File: config.mk
export PLATFORM = sky130hd
export DESIGN_NAME = mem_port_arbiter
export DESIGN_NICKNAME = d
export VERILOG_FILES = /design/src/rtl/mem_port_arbiter.sv
export SDC_FILE = /design/constraint.sdc
export NUM_CORES = 1
export LEC_CHECK = 0
export CAP_MARGIN = 15
export CORE_ASPECT_RATIO = 1.5
export CORE_UTILIZATION = 40
export CTS_CLUSTER_SIZE = 20
export DETAILED_ROUTE_END_ITERATION = 16
export DONT_BUFFER_PORTS = 1
export PLACE_DENSITY = 0.67
export SLEW_MARGIN = 20
export SYNTH_ARGS = -nofsm -noshare
export SYNTH_HDL_FRONTEND = slang
export SYNTH_SLANG_ARGS = --single-unit
File: constraint.sdc
create_clock -name clk -period 2.9 [get_ports clk]
set_input_delay 0.435 -clock clk [delete_from_list [all_inputs] [get_ports clk]]
set_output_delay 0.435 -clock clk [all_outputs]
set_load 0.005 [all_outputs]
File: src/rtl/mem_port_arbiter.sv
// Round-robin arbiter sharing one main_memory port between instruction fetch and data requesters.
// One access in flight: IDLE -> ACCESS (ack, memory cycle) -> RESP (rvalid), with RESP able to re-arbitrate.
module mem_port_arbiter #(
  parameter int WIDTH = 32,
  parameter int DEPTH = 2048
) (
  input  logic             clk,
  input  logic             rst,
  input  logic             if_req,
  input  logic [WIDTH-1:0] if_addr,
  output logic             if_ack,
  output logic             if_rvalid,
  output logic [WIDTH-1:0] if_rdata,
  output logic             if_err,
  input  logic             d_req,
  input  logic             d_we,
  input  logic [WIDTH-1:0] d_addr,
  input  logic [WIDTH-1:0] d_wdata,
  output logic             d_ack,
  output logic             d_rvalid,
  output logic [WIDTH-1:0] d_rdata,
  output logic             d_err,
  output logic [WIDTH-1:0] mem_raddr,
  input  logic [WIDTH-1:0] mem_rdata,
  output logic [WIDTH-1:0] mem_waddr,
  output logic [WIDTH-1:0] mem_wdata,
  output logic             mem_wen
);

  typedef enum logic [1:0] {IDLE, ACCESS, RESP} state_e;

  localparam logic [WIDTH-1:0] DEPTH_W = WIDTH'(DEPTH);

  state_e           state_q, state_d;
  logic             last_q, last_d;   // 1 = data was granted last
  logic             sel_q, sel_d;     // 1 = data owns the current access
  logic             we_q, we_d;
  logic             err_q, err_d;
  logic [WIDTH-1:0] addr_q, addr_d;
  logic [WIDTH-1:0] wdata_q, wdata_d;
  logic [WIDTH-1:0] rdata_q, rdata_d;

  logic in_range;
  logic pick_d;

  assign in_range = (addr_q < DEPTH_W);
  // On a tie the requester that was not granted last wins.
  assign pick_d   = d_req & (~if_req | ~last_q);

  always_ff @(posedge clk or posedge rst) begin
    if (rst) begin
      state_q <= IDLE;
      last_q  <= 1'b1;
      sel_q   <= 1'b0;
      we_q    <= 1'b0;
      err_q   <= 1'b0;
      addr_q  <= '0;
      wdata_q <= '0;
      rdata_q <= '0;
    end else begin
      state_q <= state_d;
      last_q  <= last_d;
      sel_q   <= sel_d;
      we_q    <= we_d;
      err_q   <= err_d;
      addr_q  <= addr_d;
      wdata_q <= wdata_d;
      rdata_q <= rdata_d;
    end
  end

  always_comb begin
    state_d   = state_q;
    last_d    = last_q;
    sel_d     = sel_q;
    we_d      = we_q;
    err_d     = err_q;
    addr_d    = addr_q;
    wdata_d   = wdata_q;
    rdata_d   = rdata_q;
    if_ack    = 1'b0;
    if_rvalid = 1'b0;
    if_rdata  = '0;
    if_err    = 1'b0;
    d_ack     = 1'b0;
    d_rvalid  = 1'b0;
    d_rdata   = '0;
    d_err     = 1'b0;
    mem_raddr = '0;
    mem_waddr = '0;
    mem_wdata = '0;
    mem_wen   = 1'b0;

    case (state_q)
      IDLE, RESP: begin
        if (state_q == RESP) begin
          if_rvalid = ~sel_q;
          if_rdata  = sel_q ? '0 : rdata_q;
          if_err    = ~sel_q & err_q;
          d_rvalid  = sel_q;
          d_rdata   = sel_q ? rdata_q : '0;
          d_err     = sel_q & err_q;
        end
        if (if_req | d_req) begin
          state_d = ACCESS;
          sel_d   = pick_d;
          last_d  = pick_d;
          addr_d  = pick_d ? d_addr : if_addr;
          we_d    = pick_d & d_we;
          wdata_d = pick_d ? d_wdata : '0;
        end else begin
          state_d = IDLE;
        end
      end
      ACCESS: begin
        if_ack    = ~sel_q;
        d_ack     = sel_q;
        mem_raddr = addr_q;
        mem_waddr = addr_q;
        mem_wdata = wdata_q;
        mem_wen   = we_q & in_range;
        rdata_d   = (in_range & ~we_q) ? mem_rdata : '0;
        err_d     = ~in_range;
        state_d   = RESP;
      end
      default: state_d = IDLE;
    endcase
  end

endmodule

-- After elaboration in Yosys (flattened, before gate mapping)
Cells that the tools add are included.
- register bits: 102
- bits of input ports: 133
- output and inout bits: 167
- $lt $le $gt $ge: 1
- eq/ne operators: 2
- mux-type cells: 24
- bitwise operators: 13
- reduce and logical (&&, ||, !) cells: 3
- operator list (cell ; number):
    32-bit two-way mux ; 11
    32-bit by 12-bit < comparator with 1-bit output (second input constant) ; 1
    1-bit two-way mux ; 12
    1-bit bitwise AND ; 6
    1-bit inverter ; 5
    2-bit one-hot mux with 2 select lines ; 1
    2-bit by 1-bit == test with 1-bit output (second input constant) ; 1
    2-bit == test (second input constant) ; 1
    2-bit logical NOT ; 1
    1-bit bitwise OR ; 2
    2-bit AND reduction ; 1
    2-bit OR reduction ; 1

-- Longest topological paths before layout
Gate-level depths: netlist of run 1.
- depth after elaboration: 4
- depth in mapped cells: 7

-- Worst setup path after synthesis of run 1
OpenSTA, ideal clock, no wires.
- path type: reg2out
- start: register state_q[1]
- end: output port mem_waddr[0]
- arrival time: 1382 ps
- path slack: 1083 ps
- cell stages (with the launch flop): 8
- path buffers: 4
- path through: dfrtp_1 -> nand2b_1 -> buf_2 -> inv_1 -> clkbuf_2 -> clkbuf_1 -> and2_1 -> buf_4
- word-level cells in the longest chain between the ends: 2
- RTL lines (item ; RTL line ; RTL):
    start: declaration ; 34 ; state_e state_q, state_d;
    start signal: assignment ; 61 ; state_q <= state_d;
    2-bit by 1-bit == test with 1-bit output ; -- ;
    32-bit two-way mux ; -- ;
    end: declaration ; 25 ; output logic [WIDTH-1:0] mem_waddr,
Every way passes these cells.

-- Worst setup path in the final report of run 1
- start: register state_q[0]
- end: output port mem_wen
- word-level cells in the longest chain between the ends: 2
- RTL lines (item ; RTL line ; RTL):
    2-bit by 1-bit == test with 1-bit output ; 94 ; case (state_q)
    1-bit two-way mux ; 94 ;
    end: declaration ; 27 ; output logic mem_wen
Every way passes these cells.

==> impl_metrics.ini, run 1 <==
[critical_path]
r2r_cells = 7
required_ps = 2470
crit_chain = nand2b_1, clkinv_1, buf_4, nand3_2, buf_4, nor3_1
rr_startpoint = state_q[0]
cpPeakStageDelay_ps = 460
start_kind = register
crit_end = mem_wen
cp_top_family = simple AND/OR/NAND/NOR gates
path_depth = 6
slowest_stage = dfrtp_1
startpoint = state_q[0]
endpoint_kind = output pin
r2r_slack_ps = 1100
critPathMaxFanout = 24
cp.arrival_ps = 1920
worst_path_most_repeated_cell = buf_4
crit_buf_inv = 3
r2r_end = rdata_q[31]
path_class = register to output pin

[routing]
drc = 0
wl_um = 13670
vias = 3803
wl_per_cell_um = 20.28
wl_met3_um = 745
wl_met1_um = 5699
via_per_inst = 5.642
dr_wl_met2_um = 6909
highest_layer = met4
dr.first_iter.drc_count = 75
drtPass1Iterations = 4
final_antenna_net_count = 0

[floorplanning]
rows = 52
dieArea_um2 = 14510
coreArea_um2 = 13600
num_io_pins = 300
die_w_um = 98.69
chipHeight_um = 147.0
initial_core_util_pct = 41.25

[yosys]
synth_largest_area_cell = dfrtp_1
syn_area_per_cell_um2 = 10.03
yosys_warnings = 0
synthCells = 559
yosys-top-cells-area = dfrtp_1 (45%), and2_1 (14%), o41ai_2 (8.1%)
ys_seq_area_share_pct = 45.53
synth_top_area_share_pct = 45.06
synth_fp_nets = 692
netlist_area_um2 = 5609
synth_cell_types = 31
ys_ff_latch = 102

[sta]
setup_viol = 0
whs_ps = 9.392
hold_viol_final = 0
setup_tns_ps = 0
slew_headroom_pct = 63.86
rsz0062_at_grt = no
drv_slew = 0
max_freq_mhz = 425.5
skew_ps = 6.232
worst_pin_slew_ps = 540.9
layout_setup_ws_ps = 549.6
period_needed_ps = 2350
fin_crit_sh_pct = 81.05

[run]
drv_cap = 0

[placed_design]
port_buffers = 0
hpwlAfterDp_um = 10030
place_ws_ps = 823.4
gp_congestion = 0.7749

[clock_network]
clkTransAtPathRegs_ps = 70
cts_buffer_depth = 2
ctsResizeCount = 0
h-tree-depth = 3
cts_inserted_buffers = 9
clock-root-buffer = clkbuf_16
cts_sinks = 102
cts_tree = built
insertion_delay_ps = 330
holdBufCountCts = 0
cts_setup_buffers = 0

[finish]
ff_latch_area_um2 = 2555
area_growth_pct = 4.484
drive_gt1_share_pct = 13.89
final_common_cell = and2_1
multiInputGateArea_um2 = 2502
fill_cells = 1287
nNetsFinal = 640
layout_common_cells = and2_1 (130), dfrtp_1 (100), nand2_1 (64)

[pwr]
peakVddDrop_v = 0.0003335
p_leak_nw = 2.819
pwr_density_cell_nw_per_um2 = 621.7

[grt]
grt_overflow_total = 0
grt_pass1_vias = 3749
grt_pass1_wl_um = 21160
antenna_found_initial = 1
track_usage_pct = 18.94
grt_max_degree = 83

[run_status]
status = finished, final reports clean

[min_path]
hold_path_class = input port to asynchronous set/reset pin
[cells by family after synthesis]
kind of cell	synth area share, %
AOI/OAI and AO/OA	17.44
buffers and inverters	10.48
DFF	45.53
muxes	5.711
and+or+nand+nor	20.83
[state kept, by name (all words and copies together) (netlist names)]
signal and cells:
state_q 2, err_q 1, addr_q 32, rdata_q 32, wdata_q 32, we_q 1, sel_q 1, last_q 1
[Yosys cell counts, drive strengths merged]
master,n
nand3,1
nand2,64
mux2i,32
a21boi,1
nor2,2
o22a,1
buf,50
a22o,33
nor4,4
nand2b,1
clkbuf,28
o21bai,1
dfstp,1
and2,131
inv,36
nand4,1
a21o,2
dfrtp,101
o21ai,32
o41ai,32
and3b,1
nor3,2
nor2b,1
nor3b,1
[worst min-delay path by stage]
stage,endpoint,slack (ps),from
after floorplan,addr_q[0],440,addr_q[0]
after CTS,addr_q[18],20,rst
after detailed placement,addr_q[18],380,rst
after global placement,addr_q[19],380,rst
final,addr_q[18],9,rst
after global routing,addr_q[20],30,rst
[worst register-to-register path: stages, from the launching register on]
cell      delay (ps)
dfrtp_1          450
nand2b_1         130
clkinv_1          80
buf_4            200
nand3_2           80
buf_4            240
buf_4            370
o41ai_1          110
[power by group]
| group | total [mW] | internal, mW | switching, mW |
|---|---|---|---|
| clock network | 1.30 | 0.779 | 0.522 |
| registers | 1.72 | 1.60 | 0.121 |
| logic | 0.625 | 0.221 | 0.404 |
| total | 3.64 | 2.60 | 1.05 |
[metrics by stage]
stage,instance area (µm²),power (mW),util [%],std cells
after floorplan,5613,2.262,-,559
after global placement,5537,2.352,40.72,658
after detailed placement,5537,2.379,40.72,658
after CTS,5858,3.694,43.08,673
after global routing,5861,3.839,43.10,674
final,5861,3.644,43.10,674
[per-layer routing]
layer	up-vias	GRT usage (%)
met4	0	7.612
met2	187	32.11
li1	1729	-
met5	-	0
met3	18	3.996
met1	1869	23.44
[area by class of cell]
cell class              instances  share of cell area, %
repair buffers                 15                  2.348
well taps                     162                  3.459
inverters                      36                  2.370
flip-flops and latches        102                  43.60
multi-input cells             343                  42.70
diodes                          1                0.04270
clock buffers                  10                  4.078
clock inverters                 5                  1.409
No activity file was read; power rests on OpenSTA's default activity.
==> run 2, diff against run 1 <==
==> constraint.sdc (replaced) <==
create_clock -name clk -period 2.1 [get_ports clk]
set_input_delay 0.315 -clock clk [delete_from_list [all_inputs] [get_ports clk]]
set_output_delay 0.315 -clock clk [all_outputs]
set_load 0.005 [all_outputs]
==> impl_metrics.ini, run 2 (same netlist as run 1, synthesis figures left out) <==
[placed_design]
hpwlAfterDp_um = 9659
placed_cell_area_um2 = 5562
gp_congestion = 0.7778
port_buffers = 0
place_ws_ps = 390.5
dp.cells = 658

[sta]
slew_headroom_pct = 55.34
setup_tns_ps = 0
setup_viol = 0
drv_slew = 0
worst_pin_slew_ps = 668.1
fin_crit_sh_pct = 95.61
period_needed_ps = 2008
max_freq_mhz = 498.0
layout_setup_ws_ps = 92.09
skew_ps = 11.43
whs_ps = -18.54
hold_viol_final = 13
rsz0062_at_grt = no

[pwr]
pwr_density_cell_nw_per_um2 = 826.7
sequentialPowerShare_pct = 49.0
combPwrFrac_pct = 17.9
p_leak_nw = 2.819
p_sw_mw = 1.471
peakVddDrop_v = 0.0003683
clockPowerShare_pct = 33.1
power_mw = 4.852
internal_power_mw = 3.381
swShare_pct = 30.32

[finish]
top_regs = addr_q: 32 flops, rdata_q: 32 flops, wdata_q: 32 flops
final_cells = 674
area_growth_pct = 4.640
final_area_um2 = 5869
drive_gt1_share_pct = 14.26
antenna_cells_inserted = 0
layout_common_cells = and2_1 (130), dfrtp_1 (100), nand2_1 (64)
fill_cells = 1310
final_common_cell = and2_1
nNetsFinal = 640

[clock_network]
insertion_delay_ps = 340
holdBufCountCts = 0
cts_tree = built
clkTransAtPathRegs_ps = 70
h-tree-depth = 3
clock-root-buffer = clkbuf_16
cts_inserted_buffers = 9
cts_buffer_depth = 2
cts_setup_buffers = 0
cts_sinks = 102

[critical_path]
cp.arrival_ps = 1690
start_kind = register
cpPeakStageDelay_ps = 420
critPathMaxFanout = 34
slowest_stage = dfrtp_1
path_class = register to output pin
required_ps = 1780
endpoint_kind = output pin
crit_chain = nor4_4, nand4_2, buf_12, nor3_2

[grt]
track_usage_pct = 18.21
grt_overflow_total = 0
antenna_found_initial = 0
grt_max_degree = 103
grt_pass1_wl_um = 20400
grt_pass1_vias = 3753

[routing]
drc = 0
drtPass1Iterations = 4
vias = 3743
final_antenna_net_count = 0
wl_um = 13250
wl_per_cell_um = 19.66
dr.first_iter.drc_count = 129
via_per_inst = 5.553

[run_status]
status = finished, violations left
violations = hold timing

[min_path]
hold_path_class = input port to asynchronous set/reset pin

[floorplanning]
coreArea_um2 = 13600
die_w_um = 98.69
chipHeight_um = 147.0
num_io_pins = 300
rows = 52
initial_core_util_pct = 41.25
dieArea_um2 = 14510

[run]
drv_cap = 0
-- run 2: power by group through the flow --
stage               Combinational [mW]  Sequential, mW  Clock [mW]
detailed placement               0.879            2.41           0
floorplan                        0.780            2.34           0
finish                           0.867            2.38        1.61
global placement                 0.851            2.40           0
CTS                              0.877            2.38        1.67
global route                     0.971            2.41        1.76
-- run 2: final cells by class --
type | instances | area (µm²) | area share (%)
sequential | 102 | 2555 | 43.53
multi-input combinational | 343 | 2516 | 42.87
clock buffer | 10 | 239.0 | 4.072
tap | 162 | 202.7 | 3.453
timing repair buffer | 15 | 166.4 | 2.835
inverter | 36 | 138.9 | 2.366
clock inverter | 6 | 51.30 | 0.8740
-- run 2: metrics by stage --
step / utilization [%] / hold WS, ps
2_1_floorplan: - / 441.8
3_3_place_gp: 40.90 / 384.7
3_5_place_dp: 40.90 / 398.4
4_1_cts: 43.03 / 29.33
5_1_grt: 43.16 / 48.40
6_report: 43.16 / -18.54
-- run 2: layer usage --
metal / global-route usage, % / vias up / share of wire [%]
met2: 32.04 / 176 / 51
met3: 4.329 / 21 / 6.2
li1: - / 1731 / -
met5: 0 / - / 0
met1: 21.20 / 1815 / 40
met4: 7.313 / 0 / 2.3
-- run 2: worst paths after layout --
| check | start | to | slack [ps] | cells past startpoint |
|---|---|---|---|---|
| worst max-delay path | addr_q[27] | mem_wen | 90 | 4 |
| worst min-delay path | rst | rdata_q[18] | -20 | 2 |
| worst max register to register | addr_q[29] | rdata_q[28] | 470 | 4 |
| worst min register to register | addr_q[9] | addr_q[9] | 480 | 2 |
| max in group asynchronous | rst | we_q | 1630 | 2 |
| min in group clk | d_wdata[25] | wdata_q[25] | 110 | 1 |
-- run 2: repair_timing --
action	in CTS	in global routing
hold endpoints to repair	0	0
endpoints found under the setup margin	0	15
resized for setup	0	3
-- run 2: worst max-delay path: cells and delay by family (launching register included) --
family / cells / cell delay (ps)
buffers and inverters: 1 / 210
and+or+nand+nor: 3 / 700
DFF: 1 / 420
